`src/rtl/store_pkg.sv`:
```
// Shared types and helpers for the store alignment path.
// Optional build macro: STORE_MISALIGNED_SPLIT_EN (see store_align_unit).
package store_pkg;

   localparam logic [6:0] OPC_STORE = 7'b0100011;

   typedef enum logic [1:0] {
      SZ_B = 2'd0,
      SZ_H = 2'd1,
      SZ_W = 2'd2,
      SZ_D = 2'd3
   } size_e;

   typedef enum logic [1:0] {
      IDLE  = 2'd0,
      BEAT0 = 2'd1,
      BEAT1 = 2'd2
   } state_e;

   function automatic logic [3:0] bytes_of(size_e sz);
      return 4'd1 << sz;
   endfunction

endpackage

```
`src/rtl/store_lane_shift.sv`:
```
// Combinational store formatter: masks data to the access size and
// shifts data/strobes into a double-width lane window.
module store_lane_shift
   import store_pkg::*;
#(
   parameter  int XLEN   = 32,
   localparam int STRB_W = XLEN / 8,
   localparam int OFF_W  = $clog2(STRB_W)
) (
   input  logic [1:0]          i_size,
   input  logic [OFF_W-1:0]    i_off,
   input  logic [XLEN-1:0]     i_data,
   output logic [2*XLEN-1:0]   o_data,
   output logic [2*STRB_W-1:0] o_strb
);

   logic [STRB_W-1:0] w_strb;
   logic [XLEN-1:0]   w_mask;

   // enable the low lanes covered by the access size
   always_comb begin
      w_strb = '0;
      w_mask = '0;
      for (int b = 0; b < STRB_W; b++) begin
         if (b < int'(bytes_of(size_e'(i_size)))) begin
            w_strb[b]       = 1'b1;
            w_mask[8*b +: 8] = 8'hFF;
         end
      end
   end

   assign o_data = {{XLEN{1'b0}}, i_data & w_mask} << {i_off, 3'b000};
   assign o_strb = {{STRB_W{1'b0}}, w_strb} << i_off;

endmodule

```
`src/rtl/store_align_unit.sv`:
```
// Store request to lane-aligned memory write beat with byte strobes.
// Macro STORE_MISALIGNED_SPLIT_EN enables misaligned and word-crossing stores.
module store_align_unit
   import store_pkg::*;
#(
   parameter int XLEN   = 32,
   parameter int ADDR_W = 32
) (
   input  logic                clk,
   input  logic                rst_n,
   input  logic                req_valid,
   output logic                req_ready,
   input  logic [6:0]          req_opcode,
   input  logic [2:0]          req_funct3,
   input  logic [ADDR_W-1:0]   req_addr,
   input  logic [XLEN-1:0]     req_data,
   output logic                mem_valid,
   input  logic                mem_ready,
   output logic [ADDR_W-1:0]   mem_addr,
   output logic [XLEN-1:0]     mem_wdata,
   output logic [XLEN/8-1:0]   mem_wstrb,
   output logic                mem_last,
   output logic                store_err
);

   localparam int STRB_W = XLEN / 8;
   localparam int OFF_W  = $clog2(STRB_W);

   state_e              r_state;
   state_e              w_next;
   logic [ADDR_W-1:0]   r_addr;
   logic [XLEN-1:0]     r_wdata;
   logic [STRB_W-1:0]   r_wstrb;
   logic                r_last;
   logic                r_err;

   logic                w_accept;
   logic                w_store;
   logic                w_f3_bad;
   logic                w_err;
   logic                w_split;
   logic                w_load;
   logic [OFF_W-1:0]    w_off;
   logic [2*XLEN-1:0]   w_sh_data;
   logic [2*STRB_W-1:0] w_sh_strb;

   store_lane_shift #(.XLEN(XLEN)) u_shift (
      .i_size (req_funct3[1:0]),
      .i_off  (w_off),
      .i_data (req_data),
      .o_data (w_sh_data),
      .o_strb (w_sh_strb)
   );

   assign w_off    = req_addr[OFF_W-1:0];
   assign w_store  = (req_opcode == OPC_STORE);
   assign w_f3_bad = req_funct3[2] |
                     ((XLEN == 32) & (req_funct3[1:0] == 2'b11));

`ifdef STORE_MISALIGNED_SPLIT_EN
   logic                w_adv;
   logic [XLEN-1:0]     r_hi_data;
   logic [STRB_W-1:0]   r_hi_strb;

   assign w_err   = w_f3_bad;
   assign w_split = |w_sh_strb[2*STRB_W-1:STRB_W];
`else
   logic [OFF_W-1:0]    w_amask;
   logic                w_misal;
   logic                w_unused;

   assign w_amask  = OFF_W'(bytes_of(size_e'(req_funct3[1:0])) - 4'd1);
   assign w_misal  = |(w_off & w_amask);
   assign w_err    = w_f3_bad | w_misal;
   assign w_split  = 1'b0;
   assign w_unused = ^{w_sh_data[2*XLEN-1:XLEN],
                       w_sh_strb[2*STRB_W-1:STRB_W]};
`endif

   assign mem_valid = (r_state != IDLE);
   assign mem_addr  = r_addr;
   assign mem_wdata = r_wdata;
   assign mem_wstrb = r_wstrb;
   assign mem_last  = r_last;
   assign store_err = r_err;
   assign req_ready = !mem_valid | (mem_ready & r_last);
   assign w_accept  = req_valid & req_ready;

   // next state: load a new store, advance to the high beat, or drain
   always_comb begin
      w_next = r_state;
      w_load = 1'b0;
`ifdef STORE_MISALIGNED_SPLIT_EN
      w_adv  = 1'b0;
`endif
      if (w_accept & w_store & ~w_err) begin
         w_next = BEAT0;
         w_load = 1'b1;
      end else if (mem_valid & mem_ready) begin
         w_next = IDLE;
`ifdef STORE_MISALIGNED_SPLIT_EN
         if ((r_state == BEAT0) && !r_last) begin
            w_next = BEAT1;
            w_adv  = 1'b1;
         end
`endif
      end
   end

   // state register
   always_ff @(posedge clk or negedge rst_n) begin
      if (!rst_n) r_state <= IDLE;
      else        r_state <= w_next;
   end

   // beat registers and error pulse
   always_ff @(posedge clk or negedge rst_n) begin
      if (!rst_n) begin
         r_addr  <= '0;
         r_wdata <= '0;
         r_wstrb <= '0;
         r_last  <= 1'b0;
         r_err   <= 1'b0;
      end else begin
         r_err <= w_accept & w_store & w_err;
         if (w_load) begin
            r_addr  <= {req_addr[ADDR_W-1:OFF_W], {OFF_W{1'b0}}};
            r_wdata <= w_sh_data[XLEN-1:0];
            r_wstrb <= w_sh_strb[STRB_W-1:0];
            r_last  <= ~w_split;
`ifdef STORE_MISALIGNED_SPLIT_EN
         end else if (w_adv) begin
            r_addr  <= r_addr + ADDR_W'(STRB_W);
            r_wdata <= r_hi_data;
            r_wstrb <= r_hi_strb;
            r_last  <= 1'b1;
`endif
         end else if (w_next == IDLE) begin
            r_addr  <= '0;
            r_wdata <= '0;
            r_wstrb <= '0;
            r_last  <= 1'b0;
         end
      end
   end

`ifdef STORE_MISALIGNED_SPLIT_EN
   // high half of a word-crossing store, held until beat1
   always_ff @(posedge clk or negedge rst_n) begin
      if (!rst_n) begin
         r_hi_data <= '0;
         r_hi_strb <= '0;
      end else if (w_load) begin
         r_hi_data <= w_sh_data[2*XLEN-1:XLEN];
         r_hi_strb <= w_sh_strb[2*STRB_W-1:STRB_W];
      end
   end
`endif

endmodule

```
`config.mk`:
```
export PLATFORM = sky130hd
export DESIGN_NAME = store_align_unit
export DESIGN_NICKNAME = d
export VERILOG_FILES = /design/src/rtl/store_pkg.sv /design/src/rtl/store_lane_shift.sv /design/src/rtl/store_align_unit.sv
export SDC_FILE = /design/constraint.sdc
export NUM_CORES = 1
export LEC_CHECK = 0
export BUFFER_PORTS_ARGS = -buffer_cell sky130_fd_sc_hd__buf_2
export CAP_MARGIN = 10
export CORE_MARGIN = 3
export CORE_UTILIZATION = 46
export CTS_CLUSTER_SIZE = 40
export DETAILED_ROUTE_END_ITERATION = 6
export PLACE_DENSITY = 0.79
export SLEW_MARGIN = 20
export SYNTH_ARGS = -nofsm -noshare
export SYNTH_HDL_FRONTEND = slang
export SYNTH_SLANG_ARGS = --single-unit
```
`constraint.sdc`:
```
create_clock -name clk -period 1.8 [get_ports clk]
set_input_delay 0.09 -clock clk [delete_from_list [all_inputs] [get_ports clk]]
set_output_delay 0.09 -clock clk [all_outputs]
set_load 0.005 [all_outputs]
```
==> results of run 1 <==
## what timing repair did
action | 4_1_cts | 5_1_grt
setup endpoints to repair | 0 | 29
hold buffers | 27 | 0
endpoints found under the hold margin | 96 | 0
gates resized for setup | 0 | 2
## critical path, cell delays in order, from the launching register on
cell       delay [ns]
dfrtp_1          0.39
a2bb2oi_1        0.16
or3_4            0.35
or3_1            0.47
o21ai_1          0.21
## per-stage QoR
step                utilization (%)  setup TNS (ns)  hold slack (ns)  power, uW
finish                         70.5               0          0.00463       3280
global route                   70.5               0          0.00231       3420
CTS                            70.3               0          0.00350       3300
detailed placement             63.0           -4.00            0.143       1930
global placement               63.0           -2.59            0.135       1920
floorplan                         -               0           -0.206       1740
## area by class of cell
type	instances	area [sq um]	share of cell area, %
repair buffers	192	1190	25.9
multi-input cells	194	1340	29.0
clock buffers	13	139	3.01
clock inverters	3	68.8	1.49
well taps	77	96.3	2.09
inverters	6	22.5	0.489
flip-flops and latches	70	1750	38.0
## where the power goes
part,switching (uW),internal (uW)
clock,541,786
sequential,0.361,1570
combinational,188,190
## layer usage
metal / track usage, % / part of all wire, % / vias up / wire length (microns)
met3: 7.74 / 12 / 19 / 1160
met4: 7.31 / 1.7 / 0 / 170
met5: 0 / 0 / - / 0
li1: - / - / 1435 / -
met1: 31.3 / 40 / 1423 / 3980
met2: 39.7 / 46 / 196 / 4550
## sequential cells by signal, indices dropped and copies added (netlist names)
name       cells
mem_last       1
store_err      1
mem_wdata     32
mem_wstrb      4
mem_addr      30
r_state        2
## cell families (layout without fill, tap and decap cells)
family / after synthesis / after routing / synth area share (%)
buffers and inverters: 28 / 214 / 4.01
other: 1 / 2 / 0.118
AOI/OAI and AO/OA: 100 / 100 / 23.8
and+or+nand+nor: 73 / 74 / 10.5
DFF: 70 / 70 / 55.1
adders and majority gates: 2 / 2 / 0.787
muxes: 16 / 16 / 5.66
## final timing paths
| check | cells after the start | startpoint | endpoint |
|---|---|---|---|
| setup / recovery | 4 | r_state[0] | mem_wdata[8] |
| hold / removal | 2 | req_addr[22] | mem_addr[22] |
| setup reg to reg | 4 | r_state[0] | mem_wdata[8] |
| hold reg to reg | 2 | mem_wdata[20] | mem_wdata[20] |
| max in group asynchronous | 3 | rst_n | mem_last |
| min in group asynchronous | 3 | rst_n | mem_addr[27] |
## cell usage in the layout, fill, tap and decap left out, types with 2 or more instances in the layout
master,instances
dlygate4sd3_1,27
or2_2,3
o31ai_1,7
a222oi_1,8
nor2b_1,5
clkbuf_1,4
buf_2,146
nand2_1,48
o21ai_1,17
dfrtp_1,70
o21ai_0,10
clkbuf_8,9
a22o_1,33
bufinv_16,2
nor2b_2,2
a21boi_0,8
nor2_1,5
buf_4,14
a2bb2oi_1,2
ha_1,2
a221oi_1,9
conb_1,2
buf_12,4
mux2_2,16
a21o_1,3
inv_1,6
==> flow_summary_export.csv, run 1 <==
group,metric,value,unit
grt,antenna_found_initial,0,
final_layout,drive_above_1_share,42.5,%
final_layout,fin_cells,555,
critical_path,crit_fanout,9,
logic_synthesis,synth_area,3180,sq um
worst_hold_path,hold_class,"input pin to flip-flop",
grt,overflow,0,
critical_path,crit_type,"flip-flop to flip-flop",
final_layout,final_area,4610,sq um
drt,drtPass1Iterations,7,
placed_design,place_area,4110,sq um
critical_path,start_kind,"flip-flop",
clock_network,clk_pin_slew,0.07,ns
final_layout,antenna_cells,0,
final_layout,area_delta_synth_final,44.8,%
critical_path,cp.required,2.04,ns
drt,drtAntennaViolNets,0,
clock_network,cts.htree.levels,3,
clock_network,cts_made_buffers,9,
clock_network,cts_setup_buffers,0,
logic_synthesis,async_flop_share,100,%
die,die-width,89.2,microns
logic_synthesis,yosysMostFrequentCell,"dfrtp_1",
flow_run,max-cap-violations,0,
clock_network,root_buffer,"clkbuf_8",
die,pin_count,150,
logic_synthesis,yosys-top-cells-count,"dfrtp_1, nand2_1, a22o_1",
die,core,6530,sq um
logic_synthesis,yosysTopAreaCell,"dfrtp_1",
logic_synthesis,synth_cells,290,
clock_network,insertion_delay,0.33,ns
drt,via_per_inst,5.54,
die,die_area,7950,sq um
critical_path,r2r_slack,0.12,ns
logic_synthesis,ys_top_cells_by_area,"dfrtp_1, a22o_1, mux2_2",
placed_design,dpl.hpwl,6.92,mm
power_and_ir_drop,p_leak,0.00244,uW
drt,vias,3073,
sta,min_period,1.68,ns
sta,min_period_over_period,93.5,%
logic_synthesis,avgSynthCellArea,11.0,sq um
drt,wl_per_cell,17.8,microns
sta,setup_violations,0,
logic_synthesis,ys_types,34,
sta,tightestPinTransition,0.873,ns
power_and_ir_drop,power.density,711,nW/um^2
grt,grt_max_degree,71,
die,rows,29,
logic_synthesis,synth-edff-count,0,
logic_synthesis,ys_warn_count,0,
clock_network,cts.sinks,70,
critical_path,cp-end-kind,"flip-flop",
logic_synthesis,yosysTopAreaCellShare,55.1,%
sta,max-slew-margin-rel,41.7,%
power_and_ir_drop,worst_ir_drop_vdd,0.000468,V
sta,finClkSkew,0.0123,ns
sta,maxSlewViolCount,0,
placed_design,gp_congestion,0.945,
final_layout,fillers,518,
die,start_util,48.7,%
final_layout,nNetsFinal,553,
status,status,"finished, violations left",
logic_synthesis,synth-seq-cells,70,
status,failed_checks,"design-rule violations",
drt,dr.first_iter.drc_count,149,
drt,drc_errors,1,
logic_synthesis,synth-seq-area-share,55.1,%
critical_path,worstPathArrival,1.93,ns
sta,grt_setup_unrepaired,"false",
die,die_y,89.2,microns
placed_design,portBuffers,147,
grt,grt_util_all_layers,24.4,%
sta,clock.fmax,0.594,GHz
sta,final-hold-violation-count,0,
sta,worst_slack,0.118,ns
clock_network,clockBufferDepth,2,
logic_synthesis,yosys_most_used_dff,"dfrtp_1",
clock_network,cts_tree,"yes",
grt,grt_pass1_vias,2873,
placed_design,place_inst,511,
drt,finalWirelength,9.86,mm
placed_design,dpl_worst_slack,-0.173,ns
grt,grt_pass1_wl,14.7,mm
No activity file was read; power rests on OpenSTA's default activity.
==> run 2: changes to the inputs <==
CORE_ASPECT_RATIO = 1.1   (was unset)
==> run 2 against run 1 <==
Against the previous run: the flow now finishes without violations; sequential power is essentially flat; cell area grew 3.4%; hold slack gained 0.013 ns; register-to-register slack lost 0.09 ns; clock skew shrank 0.0041 ns; clock-buffer cell count shrank 2; utilization grew 1.3 points; wire length grew 5.8%; critical path type unchanged; critical endpoint is now mem_wdata[25]; largest cell class unchanged.
==> flow_summary_export.csv, run 2 (synthesis results as in run 1) <==
group,metric,value,unit
status,status,"finished clean",
sta,finalSetupTns,0,ns
final_layout,fillers,466,
final_layout,area_delta_synth_final,49.8,%
critical_path,ff2ff_path_depth,6,
drt,via_per_inst,5.54,
critical_path,cp.required,2.04,ns
grt,antenna_found_initial,0,
sta,maxSlewViolCount,0,
sta,max-slew-margin-rel,36.3,%
clock_network,clk_pin_slew,0.07,ns
clock_network,insertion_delay,0.33,ns
grt,grt_pass1_vias,3143,
placed_design,portBuffers,147,
sta,clock.fmax,0.565,GHz
sta,final-hold-violation-count,0,
final_layout,most-common-layout-cells,"buf_2, dfrtp_1, nand2_1, a22o_1, dlygate4sd3_1",
die,die_y,93.2,microns
final_layout,final_area,4770,sq um
drt,finalWirelength,10.4,mm
final_layout,antenna_cells,0,
placed_design,place_area,4120,sq um
critical_path,crit_type,"flip-flop to flip-flop",
power_and_ir_drop,p_leak,0.00250,uW
critical_path,cp-end-kind,"flip-flop",
sta,tightestPinTransition,0.952,ns
sta,finClkSkew,0.00812,ns
final_layout,nNetsFinal,560,
sta,setup_violations,0,
final_layout,layout_commonest_cell,"buf_2",
final_layout,largest_register_ffs,32,
clock_network,cts_tree,"yes",
sta,grt_setup_unrepaired,"true",
die,start_util,48.0,%
power_and_ir_drop,power.density,645,nW/um^2
die,rows,31,
clock_network,clockBufferDepth,2,
worst_hold_path,hold_class,"input pin to flip-flop",
final_layout,drive_above_1_share,45.9,%
drt,dr.first_iter.drc_count,171,
drt,wl_per_cell,18.4,microns
final_layout,multi_input_area,1440,sq um
sta,min_period,1.77,ns
die,pin_count,150,
die,die_area,7950,sq um
clock_network,root_buffer,"clkbuf_8",
clock_network,cts.sinks,70,
critical_path,worstPathArrival,2.01,ns
drt,drc_errors,0,
clock_network,cts_made_buffers,9,
die,die-width,85.3,microns
grt,grt_max_degree,71,
clock_network,cts.htree.levels,3,
sta,min_period_over_period,98.3,%
power_and_ir_drop,worst_ir_drop_vdd,0.000361,V
placed_design,dpl.hpwl,6.72,mm
worst_hold_path,hold_depth,2,
grt,overflow,0,
final_layout,seq_area,1750,sq um
die,core,6630,sq um
grt,grt_pass1_wl,15.8,mm
drt,vias,3137,
grt,grt_util_all_layers,25.5,%
critical_path,crit_fanout,11,
critical_path,start_kind,"flip-flop",
drt,drtPass1Iterations,6,
drt,drtAntennaViolNets,0,
power_and_ir_drop,total_power,3070,uW
placed_design,gp_congestion,0.871,
flow_run,max-cap-violations,0,
[run 2: cell types whose count changed in the layout (fill, tap and decap cells not counted), moves of 3 or more]
cell / previous run / this run
clkbuf_1: 4 / 0
o31ai_4: 0 / 5
o31ai_1: 7 / 0
clkinv_2: 0 / 3
[run 2: worst paths after layout]
kind	start	to	slack, ns
max in group asynchronous	rst_n	mem_wdata[26]	1.17
min in group asynchronous	rst_n	mem_addr[14]	0.34
hold / removal	req_addr[17]	mem_addr[17]	0.02
setup reg to reg	r_state[0]	mem_wdata[25]	0.03
hold reg to reg	mem_wstrb[0]	mem_wstrb[0]	0.48
setup / recovery	r_state[0]	mem_wdata[25]	0.03
[run 2: power by group]
| group | leakage (uW) | switching, uW | internal (uW) |
|---|---|---|---|
| Combinational | 0.00143 | 198 | 193 |
| Sequential | 0.000978 | 0.362 | 1570 |
| Clock | 0.0000910 | 549 | 560 |
| Total | 0.00250 | 747 | 2330 |
[run 2: timing repair]
action	4_1_cts	5_1_grt
endpoints found under the hold margin	97	1
pin swaps	0	4
buffers inserted	0	0
hold buffers	28	1
gates resized for setup	0	23
gates cloned	1	2
setup endpoints to repair	27	46
[run 2: critical path, cell delays in order (launching register included)]
cell and delay, ns:
dfrtp_1 0.38, buf_6 0.12, a2bb2oi_2 0.16, or3_4 0.35
or2_4 0.28, buf_8 0.15, o31ai_2 0.24
[run 2: final cells by class]
class | instances | area share [%]
clock buffers | 11 | 3.18
repair buffers | 199 | 26.8
multi-input cells | 194 | 30.2
clock inverters | 4 | 0.473
well taps | 82 | 2.15
flip-flops and latches | 70 | 36.8
inverters | 6 | 0.473
[run 2: routing by layer]
metal / wire length [microns] / track usage [%] / vias up
met5: 0 / 0 / -
met4: 121 / 7.78 / 0
met3: 1010 / 7.58 / 15
met2: 5180 / 42.3 / 189
met1: 4120 / 32.2 / 1475
li1: - / - / 1458
[run 2: metrics by stage]
stage | worst slack, ns | hold slack [ns] | instances | util, %
2_1_floorplan | 0.00482 | -0.206 | 291 | -
3_3_place_gp | -0.114 | 0.138 | 519 | 62.1
3_5_place_dp | -0.169 | 0.142 | 519 | 62.1
4_1_cts | 0.0329 | 0.00102 | 563 | 69.0
5_1_grt | -0.0216 | -0.00171 | 566 | 71.9
6_report | 0.0313 | 0.0175 | 566 | 71.9
